`config.mk`:
```
export PLATFORM = sky130hd
export DESIGN_NAME = instr_fetch
export DESIGN_NICKNAME = d
export VERILOG_FILES = /design/src/rtl/instr_fetch_pkg.sv /design/src/rtl/instr_fetch_fifo.sv /design/src/rtl/instr_fetch.sv
export SDC_FILE = /design/constraint.sdc
export NUM_CORES = 1
export LEC_CHECK = 0
export ABC_CLOCK_PERIOD_IN_PS = 3500
export BUFFER_PORTS_ARGS = -buffer_cell sky130_fd_sc_hd__buf_2
export CAP_MARGIN = 20
export CORE_ASPECT_RATIO = 0.7
export CORE_UTILIZATION = 52
export DETAILED_ROUTE_END_ITERATION = 10
export PLACE_DENSITY = 0.76
export REMOVE_ABC_BUFFERS = 1
export SYNTH_ARGS = -nofsm -noshare
export SYNTH_HDL_FRONTEND = slang
export SYNTH_SLANG_ARGS = --single-unit
```
`constraint.sdc`:
```
create_clock -name clk -period 3.5 [get_ports clk]
set_input_delay 0.35 -clock clk [delete_from_list [all_inputs] [get_ports clk]]
set_output_delay 0.35 -clock clk [all_outputs]
set_load 0.02 [all_outputs]
```
`src/rtl/instr_fetch_pkg.sv`:
```
// Shared definitions for the instruction fetch unit: reset PC, instruction
// width, PC step and the fetch FSM state encodings.
package instr_fetch_pkg;

    localparam logic [31:0] IF_RESETPC = 32'h0000_0000;
    localparam int          IF_INSTR_W = 32;
    localparam int          IF_PC_INC  = 4;

    // state  | meaning
    // F_BOOT | one idle cycle after reset, no request
    // F_REQ  | request outstanding at pc, waiting for a hit
    // F_FULL | buffer full, request withdrawn until decode pops
    typedef enum logic [1:0] {
        F_BOOT = 2'd0,
        F_REQ  = 2'd1,
        F_FULL = 2'd2
    } fetch_state_e;

endpackage

```
`src/rtl/instr_fetch_fifo.sv`:
```
// Fetched-instruction buffer: DEPTH entries of {pc, instr}, power-of-two depth,
// flush has priority over push/pop. Head outputs read 0 while empty.
module instr_fetch_fifo #(
    parameter int AW    = 32,
    parameter int DW    = 32,
    parameter int DEPTH = 4,
    localparam int PTRW = $clog2(DEPTH),
    localparam int CNTW = PTRW + 1
) (
    input  logic            clk,
    input  logic            reset_n,
    input  logic            push_i,
    input  logic [AW-1:0]   push_pc_i,
    input  logic [DW-1:0]   push_instr_i,
    input  logic            pop_i,
    input  logic            flush_i,
    output logic            full_o,
    output logic            empty_o,
    output logic [CNTW-1:0] count_o,
    output logic [AW-1:0]   head_pc_o,
    output logic [DW-1:0]   head_instr_o
);

    logic [AW-1:0]   pc_mem_q    [DEPTH];
    logic [DW-1:0]   instr_mem_q [DEPTH];
    logic [PTRW-1:0] wr_ptr_q;
    logic [PTRW-1:0] rd_ptr_q;
    logic [CNTW-1:0] count_q;
    logic            push_ok;
    logic            pop_ok;

    assign full_o   = (count_q == CNTW'(DEPTH));
    assign empty_o  = (count_q == '0);
    assign count_o  = count_q;
    assign push_ok  = push_i && !full_o && !flush_i;
    assign pop_ok   = pop_i && !empty_o && !flush_i;

    // Registered storage; the head is a plain read of the entry flops.
    assign head_pc_o    = empty_o ? '0 : pc_mem_q[rd_ptr_q];
    assign head_instr_o = empty_o ? '0 : instr_mem_q[rd_ptr_q];

    // Entry storage, written only on a successful push.
    always_ff @(posedge clk) begin
        if (push_ok) begin
            pc_mem_q[wr_ptr_q]    <= push_pc_i;
            instr_mem_q[wr_ptr_q] <= push_instr_i;
        end
    end

    // Pointers wrap naturally at DEPTH; count tracks push minus pop.
    always_ff @(posedge clk or negedge reset_n) begin
        if (!reset_n) begin
            wr_ptr_q <= '0;
            rd_ptr_q <= '0;
            count_q  <= '0;
        end else if (flush_i) begin
            wr_ptr_q <= '0;
            rd_ptr_q <= '0;
            count_q  <= '0;
        end else begin
            if (push_ok) wr_ptr_q <= wr_ptr_q + 1'b1;
            if (pop_ok)  rd_ptr_q <= rd_ptr_q + 1'b1;
            count_q <= count_q + CNTW'(push_ok) - CNTW'(pop_ok);
        end
    end

endmodule

```
`src/rtl/instr_fetch.sv`:
```
// Instruction fetch unit: issues one cache request at a time at pc, buffers
// returned words with their PC, and restarts at a redirect target on demand.
module instr_fetch
    import instr_fetch_pkg::*;
#(
    parameter int                  ADDRBITS  = 32,
    parameter int                  DATABITS  = IF_INSTR_W,
    parameter logic [ADDRBITS-1:0] RESETPC   = ADDRBITS'(IF_RESETPC),
    parameter int                  FIFODEPTH = 4
) (
    input  logic                clk,
    input  logic                reset_n,
    output logic [ADDRBITS-1:0] icache_addr,
    output logic                icache_rdreq,
    input  logic [DATABITS-1:0] icache_out,
    input  logic                icache_out_valid,
    input  logic                icache_ready,
    input  logic                redirect_valid,
    input  logic [ADDRBITS-1:0] redirect_pc,
    output logic [DATABITS-1:0] instr_out,
    output logic [ADDRBITS-1:0] instr_pc,
    output logic                instr_valid,
    input  logic                instr_ready
);

    localparam int CNTW = $clog2(FIFODEPTH) + 1;

    fetch_state_e        state_q;
    logic [ADDRBITS-1:0] pc_q;
    logic                rdreq_q;
    logic                fifo_full;
    logic                fifo_empty;
    logic [CNTW-1:0]     fifo_count;
    logic [CNTW-1:0]     count_d;
    logic                accept;
    logic                pop;

    // A response is taken only for the live request and only with room to store it.
    assign accept = (state_q == F_REQ) && rdreq_q && icache_out_valid &&
                    icache_ready && !redirect_valid && !fifo_full;
    // A redirect cancels any same-cycle pop; the buffer is flushed instead.
    assign pop    = instr_valid && instr_ready && !redirect_valid;

    // Occupancy after this edge, used to decide entry into / exit from F_FULL.
    assign count_d = fifo_count + CNTW'(accept) - CNTW'(pop);

    assign icache_addr  = pc_q;
    assign icache_rdreq = rdreq_q;
    assign instr_valid  = !fifo_empty;

    // Fetch FSM with registered request strobe; redirect overrides every state.
    always_ff @(posedge clk or negedge reset_n) begin
        if (!reset_n) begin
            state_q <= F_BOOT;
            pc_q    <= RESETPC;
            rdreq_q <= 1'b0;
        end else if (redirect_valid) begin
            state_q <= F_REQ;
            pc_q    <= redirect_pc & ~ADDRBITS'(3);
            rdreq_q <= 1'b1;
        end else begin
            case (state_q)
                F_BOOT: begin
                    state_q <= F_REQ;
                    rdreq_q <= 1'b1;
                end
                F_REQ: begin
                    if (accept) pc_q <= pc_q + ADDRBITS'(IF_PC_INC);
                    if (count_d == CNTW'(FIFODEPTH)) begin
                        state_q <= F_FULL;
                        rdreq_q <= 1'b0;
                    end
                end
                F_FULL: begin
                    if (count_d != CNTW'(FIFODEPTH)) begin
                        state_q <= F_REQ;
                        rdreq_q <= 1'b1;
                    end
                end
                default: begin
                    state_q <= F_BOOT;
                    rdreq_q <= 1'b0;
                end
            endcase
        end
    end

    instr_fetch_fifo #(
        .AW    (ADDRBITS),
        .DW    (DATABITS),
        .DEPTH (FIFODEPTH)
    ) u_fifo (
        .clk          (clk),
        .reset_n      (reset_n),
        .push_i       (accept),
        .push_pc_i    (pc_q),
        .push_instr_i (icache_out),
        .pop_i        (pop),
        .flush_i      (redirect_valid),
        .full_o       (fifo_full),
        .empty_o      (fifo_empty),
        .count_o      (fifo_count),
        .head_pc_o    (instr_pc),
        .head_instr_o (instr_out)
    );

endmodule

```
==> results summary <==
TritonCTS built the clock tree. The commonest cells after synthesis are 248 x edfxtp_1, 69 x and2_1, 62 x mux4_2. For the worst-skew pair, the clock arrives at the later sink with an insertion delay of 0.53 ns. The async set-reset flop share out of synthesis is 13.9%. The upper clock frequency limit is 0.341 GHz. The fraction of the yosys area taken by sequential cells is 72.0%. The critical path goes through or3_2 -> nand2_1 -> nor2_1 -> ha_1 -> inv_1 -> ha_1 -> fa_1 -> xor2_1 -> nor3_1 -> o21ai_0 -> a21o_1. The worst setup path is of the flop to flop kind.

The post-synthesis instance total is 658. Setup violations remaining at the end of the flow were counted as 0. The distinct cell type count after synthesis is 51. The final global-route overflow total is 0.

The post-CTS setup repair buffer count is 0. After clock tree synthesis, the flow added hold-fix buffers numbering 1. The floorplan die width is 182 um. Across the whole layout, storage elements account for 8450 um^2. The number of vias per cell is 5.70. The die height is 128 um. The flow ran to the end, and the final reports show no timing, DRC or antenna violations.

Summed over all instances, the cell type with the most area after synthesis is edfxtp_1. The starting utilization of the core area came out at 53.6%. The buffers plus inverters on the worst setup path came out at 1. By instance count, the leading cell after synthesis is edfxtp_1. The number of warnings printed during yosys synthesis came out at 0. For the finished layout, the period the worst path requires is 2.93 ns. The actual transition at the worst max-transition pin is 0.945 ns. At the worst endpoint, the required time is 3.92 ns.

The number of clock sinks came out at 288. The initial antenna violation count is 1. In the final routing, the length of wire on met1 measures 10.8 mm. The maximum clock skew at final layout came out at 0.0173 ns. The congestion estimate from routability-driven global placement came to 0.768. The repair_antennas step left the layout with diodes totalling 0.

In this run the top signal layer used is met5. Once layout is done, the placed cells without fillers occupy 13900 um^2. The met2 wire length is 10.9 mm. The routed layout has 6467 vias. The hold violation count in the final report came out at 0. Along the worst path, the maximum fanout reaches 5. The total track usage came out at 21.1%.

The count of nets left with antenna violations once routing finished came out at 0. Entering global routing, the biggest net connects 65 pins. The global-route wire length before repair is 37.2 mm.

The via count of the first global-routing pass is 6459. The detailed router's first-iteration violation count is 529. The delay of the slowest critical-path stage is 0.52 ns. The number of top-level design ports came out at 168. The final layout contains routed wiring with a total length of 23.6 mm. The worst setup path is captured at a flop. The worst setup path is launched from a flop.

The met3 layer wire length in the routed design came out at 1.59 mm. The headroom to the max-slew limit is 37.0%. In the final routed layout, each cell accounts on average for 20.8 um. By area the synthesized netlist is led by edfxtp_1 63%, mux4_2 12%, dfrtp_1 8.5%. The mean cell area of the mapped netlist came out at 17.8 um^2. The max-slew violation count was 0. The clock transition at the registers of the reported paths came out at 0.07 ns. The slowest stage of the critical path belongs to the cell or3_2.

The growth of design area from synthesis to finish is 18.7%. The worst endpoint data arrival time is 3.35 ns. The die covers 23200 um^2. The top cell type by area accounts for 63.4% of the synthesized area.

The power per cell area came out at 695 nW/um^2. The floorplan has 45 rows. The tree is rooted in a clkbuf_16.

The maximum count of clock buffers along a single path came out at 3. The TritonCTS buffer count is 26. In this run the cell area of the synthesized design comes to 11700 um^2. The number of gates resized after CTS is 0. The worst voltage drop across the vdd grid came out at 0.000424 V. After the last flow step, the layout net total stands at 913.

After routing, the total negative slack on setup checks comes to 0 ns. The fraction of final layout cells sized beyond drive strength 1 is 35.8%. The number of H-tree levels came out at 1.

The wire-length estimate of the detail-placed layout is 14.6 mm. Summing all placed instances gives a cell area of 12900 um^2. The remaining routing DRC violations is 0. The cell type group with the largest total delay on the critical path is simple AND/OR/NAND/NOR gates. After layout, the worst path uses 83.8% of the clock period.

The multi-input combinational cells in the finished layout cover a total of 3080 um^2. Setup repair after global routing left no endpoint under its margin. In this run, synthesis produced a sequential element count of 288. The leakage power summed over all cells came out at 5.07 nW.

The number of iterations in the first detailed-routing pass is 5. In this run, synthesis inferred 248 flip-flops with an integrated enable. By instance count, the cell type seen most on the critical path is ha_1.

The number of input and output port buffers inserted came out at 161. The core box area is 21900 um^2. The number of filler instances in the final layout is 1546.

The most used flip-flop cell after synthesis is edfxtp_1. The class of the most critical hold timing path is input pin to flop. The max-capacitance violation count is 0.
-- kinds of logic after synthesis --
logic type / share of synthesized area [%]
flops: 72.0
simple gates: 8.47
mux: 12.2
buf+inv: 1.98
compound gates: 2.57
xor+xnor: 1.42
fa+ha+maj: 1.39
other cells: 0.0319
-- through the flow --
| step | hold WS, ns | power [mW] | worst slack [ns] | cells | utilization (%) |
|---|---|---|---|---|---|
| floorplan | 0.0544 | 5.82 | -0.250 | 625 | - |
| global placement | 0.542 | 6.63 | 0.641 | 1085 | 59.1 |
| detailed placement | 0.550 | 6.67 | 0.588 | 1085 | 59.1 |
| CTS | 0.0142 | 9.81 | 0.587 | 1134 | 63.6 |
| global route | 0.0176 | 10.1 | 0.379 | 1134 | 63.6 |
| finish | 0.0318 | 9.69 | 0.567 | 1134 | 63.6 |
-- flip-flops by register name, indices dropped and copies added (netlist names) --
register / count
u_fifo.rd_ptr_q: 2
u_fifo.instr_mem_q: 128
u_fifo.pc_mem_q: 120
u_fifo.count_o: 3
state_q: 2
u_fifo.wr_ptr_q: 2
icache_rdreq: 1
icache_addr: 30
-- where the power goes --
part | leakage, nW | switching, mW | total, mW | internal (mW)
registers | 2.72 | 0.171 | 4.10 | 3.93
logic | 1.86 | 1.42 | 2.45 | 1.03
clock network | 0.482 | 1.21 | 3.13 | 1.93
total | 5.07 | 2.80 | 9.69 | 6.89
-- layout by cell type (no fill, tap or decap), types with 7 or more instances in the layout --
cell / count
edfxtp_1: 248
buf_2: 161
and2_1: 65
mux4_2: 62
dfrtp_1: 38
nand2_1: 33
clkbuf_16: 29
nor2_1: 19
xor2_1: 15
nand3_1: 15
inv_1: 13
nand4_1: 13
o21ai_1: 13
buf_4: 11
ha_1: 9
clkinv_2: 8
and3_1: 7
-- routing by layer --
metal	GRT usage [%]	vias to the layer above
met5	0	-
met4	4.39	2
met3	4.35	33
met2	32.5	244
met1	31.6	3284
li1	-	2904
-- final timing paths --
check | startpoint | to | slack (ns) | depth (start not counted)
worst max-delay path | u_fifo.count_o[1]$_DFF_PN0_ | icache_rdreq$_DFFE_PN0P_ | 0.57 | 11
worst min-delay path | redirect_pc[16] | icache_addr[16]$_DFFE_PN0P_ | 0.03 | 3
worst max register to register | u_fifo.count_o[1]$_DFF_PN0_ | icache_rdreq$_DFFE_PN0P_ | 0.57 | 11
worst min register to register | icache_addr[31]$_DFFE_PN0P_ | u_fifo.pc_mem_q[3][31]$_DFFE_PP_ | 0.59 | 0
max in group asynchronous | reset_n | u_fifo.rd_ptr_q[0]$_DFFE_PN0P_ | 2.30 | 2
min in group asynchronous | reset_n | icache_addr[29]$_DFFE_PN0P_ | 0.51 | 2
-- worst register-to-register path, stage by stage (launching register included) --
cell     delay [ns]
dfrtp_1        0.44
or3_2          0.52
nand2_1        0.14
nor2_1         0.06
ha_1           0.28
inv_1          0.04
ha_1           0.18
fa_1           0.39
xor2_1         0.17
nor3_1         0.27
o21ai_0        0.16
a21o_1         0.17
-- layout make-up --
cell class / count / area share, %
Timing Repair Buffer: 179 / 7.31
Clock buffer: 33 / 5.53
Clock inverter: 15 / 1.47
Tap cell: 282 / 2.53
Sequential cell: 288 / 60.7
Multi-Input combinational cell: 323 / 22.1
Inverter: 14 / 0.395
Note: power is estimated with default switching activity, not from simulation.
